## config.mk

```make
export PLATFORM = sky130hd
export DESIGN_NAME = lgn_mnist
export DESIGN_NICKNAME = d
export VERILOG_FILES = /design/src/rtl/lgn_mnist_pkg.sv /design/src/rtl/lgn_mnist_argmax10.sv /design/src/rtl/lgn_mnist.sv
export SDC_FILE = /design/constraint.sdc
export NUM_CORES = 1
export LEC_CHECK = 0
export BUFFER_PORTS_ARGS = -buffer_cell sky130_fd_sc_hd__buf_4
export CORE_ASPECT_RATIO = 2
export CORE_MARGIN = 3
export CORE_UTILIZATION = 25
export DETAILED_ROUTE_END_ITERATION = 16
export PLACE_DENSITY = 0.38
export SLEW_MARGIN = 20
export SYNTH_ARGS = -nofsm -noshare
export SYNTH_HDL_FRONTEND = slang
export SYNTH_SLANG_ARGS = --single-unit
```

## constraint.sdc

```tcl
create_clock -name clk -period 12.2 [get_ports clk]
set_input_delay 1.22 -clock clk [delete_from_list [all_inputs] [get_ports clk]]
set_output_delay 1.22 -clock clk [all_outputs]
set_load 0.02 [all_outputs]
```

## src/rtl/lgn_mnist_pkg.sv

```systemverilog
`default_nettype none
// +--------------------------------------------------------------------------+
// | Module : lgn_mnist_pkg                                                   |
// | Brief  : Shared constants and gate tables for the LGN digit classifier.  |
// |          A_IDX/B_IDX select the two pixels of each gate; OP is the 4-bit |
// |          truth table indexed by {a,b}. Replace the default tables with   |
// |          trained ones; the sizes must stay N_GATES entries.              |
// | Rev    : 1.0 - initial release                                           |
// +--------------------------------------------------------------------------+
package lgn_mnist_pkg;

  localparam int N_CLASSES           = 10;
  localparam int IMG_BITS            = 256;
  localparam int BYTES_PER_IMAGE     = 32;
  localparam int DEF_GATES_PER_CLASS = 25;
  localparam int N_GATES             = N_CLASSES * DEF_GATES_PER_CLASS;

  typedef logic [N_GATES-1:0][7:0] idx_tbl_t;
  typedef logic [N_GATES-1:0][3:0] op_tbl_t;

  // Truth table bit {a,b}=2'b11 set only -> a AND b.
  localparam logic [3:0] OP_AND = 4'b1000;

  // Default wiring: gate j of class c reads pixel c*25+j on both inputs,
  // so with AND the gate simply mirrors that pixel.
  function automatic idx_tbl_t default_idx_tbl();
    idx_tbl_t t;
    t = '0;
    for (int c = 0; c < N_CLASSES; c++) begin
      for (int j = 0; j < DEF_GATES_PER_CLASS; j++) begin
        t[c*DEF_GATES_PER_CLASS + j] = 8'(c*DEF_GATES_PER_CLASS + j);
      end
    end
    return t;
  endfunction

  function automatic op_tbl_t default_op_tbl();
    op_tbl_t t;
    for (int g = 0; g < N_GATES; g++) begin
      t[g] = OP_AND;
    end
    return t;
  endfunction

  localparam idx_tbl_t A_IDX = default_idx_tbl();
  localparam idx_tbl_t B_IDX = default_idx_tbl();
  localparam op_tbl_t  OP    = default_op_tbl();

endpackage
`default_nettype wire

```

## src/rtl/lgn_mnist_argmax10.sv

```systemverilog
`default_nettype none
// +--------------------------------------------------------------------------+
// | Module : lgn_argmax10                                                    |
// | Brief  : Combinational 10-way maximum. Ties resolve to the lowest index. |
// |          Ports: scores (10 x W) in; idx (4b) and max (W) out.            |
// | Rev    : 1.0 - initial release                                           |
// +--------------------------------------------------------------------------+
module lgn_argmax10
  import lgn_mnist_pkg::*;
#(
  parameter int W = 5
) (
  input  logic [N_CLASSES-1:0][W-1:0] scores,
  output logic [3:0]                  idx,
  output logic [W-1:0]                max
);

  // Strict greater-than keeps the earliest index on equal scores.
  always_comb begin
    idx = 4'd0;
    max = scores[0];
    for (int i = 1; i < N_CLASSES; i++) begin
      if (scores[i] > max) begin
        max = scores[i];
        idx = 4'(i);
      end
    end
  end

endmodule
`default_nettype wire

```

## src/rtl/lgn_mnist.sv

```systemverilog
`default_nettype none
// +--------------------------------------------------------------------------+
// | Module : lgn_mnist                                                       |
// | Brief  : Streaming logic-gate-network digit classifier. A 256-bit window |
// |          of image bytes feeds one layer of 2-input gates; gate outputs   |
// |          are popcounted per class (stage 1) and the argmax is registered |
// |          (stage 2).                                                      |
// | Ports  : clk, rst (sync, active-high); ui_in image byte; uio_in[7] WE_   |
// |          (active-low shift enable); ena; uo_out winning score;           |
// |          uio_out {4'b0, class}; uio_oe constant 8'h0F.                   |
// | Config : LGN_WE_HOLD_EN - when defined, ena and WE_ gate the shift;      |
// |          otherwise the window advances every cycle.                      |
// | Rev    : 1.0 - initial release                                           |
// +--------------------------------------------------------------------------+
module lgn_mnist
  import lgn_mnist_pkg::*;
#(
  parameter int GATES_PER_CLASS = DEF_GATES_PER_CLASS,
  parameter int SCORE_W         = 8
) (
  input  logic       clk,
  input  logic       rst,
  input  logic [7:0] ui_in,
  input  logic [7:0] uio_in,
  input  logic       ena,
  output logic [7:0] uo_out,
  output logic [7:0] uio_out,
  output logic [7:0] uio_oe
);

  localparam int c_n_gates = N_CLASSES * GATES_PER_CLASS;
  localparam int c_cnt_w   = $clog2(GATES_PER_CLASS + 1);
  localparam int c_sat_max = (1 << SCORE_W) - 1;

  logic [IMG_BITS-1:0]                  r_sr;
  logic                                 w_shift_en;
  logic [c_n_gates-1:0]                 w_gate;
  logic [N_CLASSES-1:0][c_cnt_w-1:0]    w_pop;
  logic [N_CLASSES-1:0][c_cnt_w-1:0]    r_score;
  logic [3:0]                           w_max_idx;
  logic [c_cnt_w-1:0]                   w_max_score;
  logic [SCORE_W-1:0]                   w_score_sat;
  logic [3:0]                           r_out_idx;
  logic [SCORE_W-1:0]                   r_out_score;
  logic                                 w_unused_in;

`ifdef LGN_WE_HOLD_EN
  assign w_shift_en = ena & ~uio_in[7];
`else
  assign w_shift_en = 1'b1;
`endif

  // uio_in[6:0] never matter; uio_in[7]/ena only in the gated build.
  assign w_unused_in = ^{uio_in, ena};

  // Sliding window: newest byte enters at the top, no framing counter.
  always_ff @(posedge clk) begin
    if (rst) begin
      r_sr <= '0;
    end else if (w_shift_en) begin
      r_sr <= {ui_in, r_sr[IMG_BITS-1:8]};
    end
  end

  generate
    for (genvar g = 0; g < c_n_gates; g++) begin : g_gate
      assign w_gate[g] = OP[g][{r_sr[A_IDX[g]], r_sr[B_IDX[g]]}];
    end
  endgenerate

  always_comb begin
    for (int c = 0; c < N_CLASSES; c++) begin
      w_pop[c] = '0;
      for (int j = 0; j < GATES_PER_CLASS; j++) begin
        w_pop[c] = w_pop[c] + c_cnt_w'(w_gate[c*GATES_PER_CLASS + j]);
      end
    end
  end

  // Stage 1: per-class scores.
  always_ff @(posedge clk) begin
    if (rst) begin
      r_score <= '0;
    end else begin
      r_score <= w_pop;
    end
  end

  lgn_argmax10 #(
    .W (c_cnt_w)
  ) u_argmax (
    .scores (r_score),
    .idx    (w_max_idx),
    .max    (w_max_score)
  );

  // Saturation is only needed when the popcount can exceed the output range.
  generate
    if (c_cnt_w > SCORE_W) begin : g_sat
      assign w_score_sat = (32'(w_max_score) > c_sat_max) ? SCORE_W'(c_sat_max)
                                                          : w_max_score[SCORE_W-1:0];
    end else begin : g_nosat
      assign w_score_sat = SCORE_W'(w_max_score);
    end
  endgenerate

  // Stage 2: registered winner.
  always_ff @(posedge clk) begin
    if (rst) begin
      r_out_idx   <= 4'd0;
      r_out_score <= '0;
    end else begin
      r_out_idx   <= w_max_idx;
      r_out_score <= w_score_sat;
    end
  end

  assign uo_out  = 8'(r_out_score);
  assign uio_out = {4'b0000, r_out_idx};
  assign uio_oe  = 8'h0F;

endmodule
`default_nettype wire

```

* Yosys cells after proc, flatten, opt, wreduce, memory -nomap -nowiden
Cells that the tools add are included.
** Cells by class
- $lt $le $gt $ge :: 259
- Reductions and logical operators :: 1
- Add/sub/neg operators :: 240
- Multiplexer cells :: 518
** Operator list (number)
- 5-bit by 1-bit adder with 5-bit output :: 200
- 2-bit by 3-bit < comparator with 1-bit output, second input constant :: 250
- 1-bit two-way mux :: 501
- 4-bit by 1-bit adder with 5-bit output :: 10
- 5-bit greater-than comparator :: 9
- 5-bit two-way mux :: 9
- 3-bit by 1-bit adder with 4-bit output :: 10
- 2-bit by 1-bit adder with 3-bit output :: 10
- 1-bit by 1-bit adder with 2-bit output :: 10
- 3-bit two-way mux :: 4
- 4-bit two-way mux :: 2
- 2-bit two-way mux :: 2
- 3-bit OR reduction :: 1
** Word-level totals
- Word-level logic and storage cells :: 1033
- Bits in registers :: 318

* Logic depth before layout (Yosys ltp)
- Depth after elaboration :: 26
- Depth in mapped cells :: 67
- Depth with buffers taken out :: 62

* Modules after synthesis
From an unflattened synthesis, not the netlist that was laid out.
** Second synthesis, totals
- Cell total of the unflattened synthesis :: 1648
- Area, all modules :: 16331.9 um^2
** By module, submodules not included
- lgn_mnist :: times used 1, area each 14217.4 um^2, sequential area each 6306.0 um^2, cells an instance 1360
- lgn_argmax10 :: times used 1, area each 2114.5 um^2, sequential area each 0.0 um^2, cells an instance 288

* Worst setup path after synthesis
No wires, ideal clock.
- Path type :: register to register
- Start :: reg r_score[4] (netlist bit)
- End :: reg r_out_score[0], in the netlist uo_out[0]
- Library setup time :: 0.117 ns
- Arrival :: 12.634 ns
- Path slack :: -0.551 ns
- Buffers on the path :: 5
- Stages on the path, launching flop included :: 67
- Data required time :: 12.083 ns
- Path through :: dfxtp_1 > inv_1 > ha_1 > and3_4 > a211oi_4 > a21o_1 > buf_6 > a21oi_1 > ha_1 > a21oi_1 > a21o_1 > and2_1 > clkbuf_1 > nor3_1 > or2_2 > ha_1 > and3_1 > o21ai_0 > (+31 left out) > nor2_1 > ha_1 > nand3_1 > o22ai_1 > nor2_1 > nor2_1 > buf_1 > mux2i_1 > o31ai_4 > ha_1 > nor2b_1 > o21a_1 > o21ai_0 > nand2b_1 > a21oi_1 > a31oi_1 > nor2_1 > a22o_1
** Between the ends
- Word-level cells in the longest chain between the ends :: 18
** Ends and longest elaborated chain
- from (decl) :: RTL line lgn_mnist.sv:39 : logic [N_CLASSES-1:0][c_cnt_w-1:0] r_score;
- from (signal assigned) :: RTL line lgn_mnist.sv:85 : r_score <= w_pop;
- 5-bit greater-than comparator :: RTL line lgn_mnist_argmax10.sv:23 : if (scores[i] > max) begin
- 5-bit two-way mux * :: RTL line lgn_mnist_argmax10.sv:23
- 5-bit greater-than comparator :: RTL line lgn_mnist_argmax10.sv:23
- 5-bit two-way mux * :: RTL line lgn_mnist_argmax10.sv:23
- 5-bit greater-than comparator :: RTL line lgn_mnist_argmax10.sv:23
- 5-bit two-way mux * :: RTL line lgn_mnist_argmax10.sv:23
- 5-bit greater-than comparator :: RTL line lgn_mnist_argmax10.sv:23
- 5-bit two-way mux * :: RTL line lgn_mnist_argmax10.sv:23
- (+2 left out)
- 5-bit greater-than comparator :: RTL line lgn_mnist_argmax10.sv:23
- 5-bit two-way mux * :: RTL line lgn_mnist_argmax10.sv:23
- 5-bit greater-than comparator :: RTL line lgn_mnist_argmax10.sv:23
- 5-bit two-way mux * :: RTL line lgn_mnist_argmax10.sv:23
- 5-bit greater-than comparator :: RTL line lgn_mnist_argmax10.sv:23
- 5-bit two-way mux * :: RTL line lgn_mnist_argmax10.sv:23
- 5-bit greater-than comparator :: RTL line lgn_mnist_argmax10.sv:23
- 5-bit two-way mux * :: RTL line lgn_mnist_argmax10.sv:23
- to (signal assigned) :: RTL line lgn_mnist.sv:114 : r_out_score <= w_score_sat;
- to (decl) :: RTL line lgn_mnist.sv:44 : logic [SCORE_W-1:0] r_out_score;
Mark *: on every way between the ends. The rest lies on a longest branch, timed or not.
A chain may end at the register's enable or synchronous reset.

* Worst setup path in the final report
- Start :: reg r_score[2] (netlist bit)
- End :: reg r_out_idx[2]
** Between the ends
- Word-level cells in the longest chain between the ends :: 18
** Ends and longest elaborated chain
- 5-bit greater-than comparator :: RTL line lgn_mnist_argmax10.sv:23
- 5-bit two-way mux * :: RTL line lgn_mnist_argmax10.sv:23
- 5-bit greater-than comparator :: RTL line lgn_mnist_argmax10.sv:23
- 5-bit two-way mux * :: RTL line lgn_mnist_argmax10.sv:23
- 5-bit greater-than comparator :: RTL line lgn_mnist_argmax10.sv:23
- 5-bit two-way mux * :: RTL line lgn_mnist_argmax10.sv:23
- 5-bit greater-than comparator :: RTL line lgn_mnist_argmax10.sv:23
- 5-bit two-way mux :: RTL line lgn_mnist_argmax10.sv:23
- (+2 left out)
- 5-bit greater-than comparator :: RTL line lgn_mnist_argmax10.sv:23
- 5-bit two-way mux :: RTL line lgn_mnist_argmax10.sv:23
- 5-bit greater-than comparator :: RTL line lgn_mnist_argmax10.sv:23
- 5-bit two-way mux :: RTL line lgn_mnist_argmax10.sv:23
- 5-bit greater-than comparator :: RTL line lgn_mnist_argmax10.sv:23
- 5-bit two-way mux :: RTL line lgn_mnist_argmax10.sv:23
- 5-bit greater-than comparator :: RTL line lgn_mnist_argmax10.sv:23
- 3-bit OR reduction (no source line)
- to (signal assigned) :: RTL line lgn_mnist.sv:113 : r_out_idx <= w_max_idx;
- to (decl) :: RTL line lgn_mnist.sv:43 : logic [3:0] r_out_idx;
Marked as above.

==> impl_metrics.toml <==
[status]
status = "completed"

[logic_synthesis]
synthArstFlopShare = 0
avgSynthCellArea_um2 = 10.66
synth_xor_area_frac = 0.01114
synth_top_family_by_area = "adder cells"
yosysMostFrequentCell = "dfxtp_1"
postSynthCellCount = 1475
syn_area_um2 = 15730
synth_compound_area_frac = 0.05910
yosysTopAreaCell = "dfxtp_1"
synth_cell_types = 52
muxShareOfSynthArea = 0.01114
synth_edf_count = 0
netlist.area_leader.share = 0.4009
ys.flop_type = "dfxtp_1"
synth-seq-cells = 315
synth_common_cells = "dfxtp_1 (315), inv_1 (267), nor2b_1 (187)"
synth-seq-area-share = 0.4009
yosys.area_share.simple = 0.1314
synth_fa_ha_area_frac = 0.3047
synth.area.top_cells = "dfxtp_1 (40%), fa_1 (23%), ha_1 (7.6%)"
yosys_warnings = 0

[timing]
slew_viol_final = 0
rsz0062_at_grt = "yes"
tightest_slew_ns = 0.8987
setup_viol = 0
finalCriticalPeriod_ns = 11.73
fmax_ghz = 0.08522
period_share = 0.9618
tns_ns = 0
hold_viol_final = 0
setup_slack_ns = 0.4661
hold_ws_ns = 0.4398
skew_ns = 0.009498
relSlewSlack = 0.4009

[worst_setup_path]
cp-end-kind = "flip-flop"
r2r_end = "r_out_idx[2]$_SDFF_PP0_"
r2r_start = "r_score[2]$_SDFF_PP0_"
cp_max_fo = 7
ff2ff_path_depth = 61
worstPathRequired_ns = 12.69
cpMostUsedCell = "ha_1"
cp_slowest_cell = "a221oi_2"
cp.arrival_ns = 12.23
start_kind = "flip-flop"
slowest_delay_ns = 0.44
r2r_setup_slack_ns = 0.47
crit_start = "r_score[2]$_SDFF_PP0_"
setup.worst_path.end = "r_out_idx[2]$_SDFF_PP0_"
path_class = "reg -> reg"

[placed_design]
portBuffers = 18
post-place-ws_ns = -0.5438
place_inst = 2312
place_hpwl_mm = 24.64
dpl_cell_area_um2 = 17230
gp_congestion = 0.7638

[finish]
finalNonFillerCells = 2396
diodes = 0
final_nets = 1880
syn_to_final_growth_pct = 22.31
drive_gt1_frac = 0.1758
final_util = 0.3096
fin_area_um2 = 19240

[detailed_routing]
drc_errors = 0
routedWlPerCell_um = 13.59
drtAntennaViolNets = 0
drt-total-wl_mm = 32.55
viasPerCell = 3.928
drtIter0Drc = 231
dr.pass1.iters = 4
vias = 9411

[clock_tree]
cts.clk_slew.worst_paths_ns = 0.07
ctsHoldBuffers = 0
clkLatencyLatePin_ns = 0.57
cts_root_buffer = "clkbuf_16"
cts_tree = "yes"
cts_buffers = 30
ctsLongestPathBuffers = 3
clkSinkCount = 315
htreeDepth = 1

[global_routing]
grt_pass1_vias = 10688
grtUsageMet2 = 0.2177
grtUsageTotal = 0.1024
grt_overflow = 0
antenna_found_initial = 0
grt_busiest_layer = "met2"
grt_max_degree = 181
grtUsageMet1 = 0.09508
grt_pass1_wl_mm = 54.13
met3_usage = 0.01301

[power]
power.density_nw_per_um2 = 116.3
power.leakage_nw = 8.653
power_mw = 2.237
max-vdd-ir-drop_mv = 0.09132
p_clk_frac = 0.465
netSwitchingFraction = 0.2303
combPwrFrac = 0.066
internal_power_mw = 1.722
p_sw_mw = 0.5154
p_seq_frac = 0.468

[die]
die_area_um2 = 66140
std_cell_rows = 129
ios = 43
core_um2 = 62140
die_w_um = 183.4
start_util = 0.2531
die_h_um = 360.7

[hold_path]
hold_class = "reg -> reg"
hp-start = "r_sr[253]$_SDFF_PP0_"

[job]
maxCapViolCount = 0
==> power by group through the flow <==
stage	clock (mW)	combinational [mW]	sequential (mW)
CTS	1.09	0.139	1.05
global route	1.12	0.168	1.05
floorplan	0	0.0861	1.08
finish	1.04	0.148	1.05
detailed placement	0	0.139	1.07
global placement	0	0.137	1.07
==> cell usage in the layout, fill, tap and decap left out, drive strengths merged, types with 6 or more instances in the layout <==
cell type  instances
dfxtp            315
inv              268
nor2b            187
fa               180
nor2             150
buf              122
ha                95
clkbuf            38
a21oi             37
a21o              29
nand2             18
conb              15
mux2i             14
o21ai             11
xor2              10
xnor2             10
and3              10
a31oi              8
o31ai              7
nand3              7
nand3b             6
bufinv             6
clkinvlp           6
and2               6
a211oi             6
==> per-layer routing <==
metal	vias to the layer above	wire (µm)
met4	0	924
li1	4672	-
met2	75	19970
met1	4623	10880
met5	-	0
met3	41	779
==> critical path, delay by kind of cell (launching register included) <==
kind	cells	cell delay, ns
adders and majority gates	9	2.41
muxes	2	0.63
DFF	1	0.32
AOI/OAI and AO/OA	29	5.38
and+or+nand+nor	15	2.16
buffers and inverters	6	0.76
==> logic make-up (layout without fill, tap and decap cells) <==
| logic type | Yosys count | count (layout) |
|---|---|---|
| AO/OA/AOI/OAI | 128 | 128 |
| XOR/XNOR | 20 | 20 |
| adder cells (fa/ha/maj) | 275 | 275 |
| buffers and inverters | 323 | 445 |
| flip-flops | 315 | 315 |
| multiplexers | 15 | 15 |
| other | 2 | 15 |
| AND/OR/NAND/NOR | 397 | 397 |
==> area by class of cell <==
class / instances / area, µm²
Clock inverter: 18 / 262.8
Inverter: 267 / 1002
Multi-Input combinational cell: 850 / 8865
Timing Repair Buffer: 122 / 973.4
Tap cell: 786 / 983.4
Sequential cell: 315 / 6310
Clock buffer: 38 / 842.1
Fill cell: 6344 / 42900
==> worst min path at each step <==
stage	end	slack (ns)	cells past startpoint
2_1_floorplan	r_sr[242]$_SDFF_PP0_	0.41	1
3_3_place_gp	r_sr[243]$_SDFF_PP0_	0.42	1
3_5_place_dp	r_sr[243]$_SDFF_PP0_	0.43	1
4_1_cts	r_sr[245]$_SDFF_PP0_	0.45	1
5_1_grt	r_sr[242]$_SDFF_PP0_	0.46	1
6_report	r_sr[245]$_SDFF_PP0_	0.44	1
==> state kept, by name (all words and copies together) (netlist names) <==
signal,flops
r_sr,256
uo_out,5
r_out_idx,4
r_score,50
==> timing repair <==
| item | CTS | global route |
|---|---|---|
| pin swaps | 12 | 51 |
| resized for setup | 28 | 102 |
| buffers inserted | 6 | 24 |
| endpoints found under the setup margin | 9 | 9 |
No activity file was read; power rests on OpenSTA's default activity.
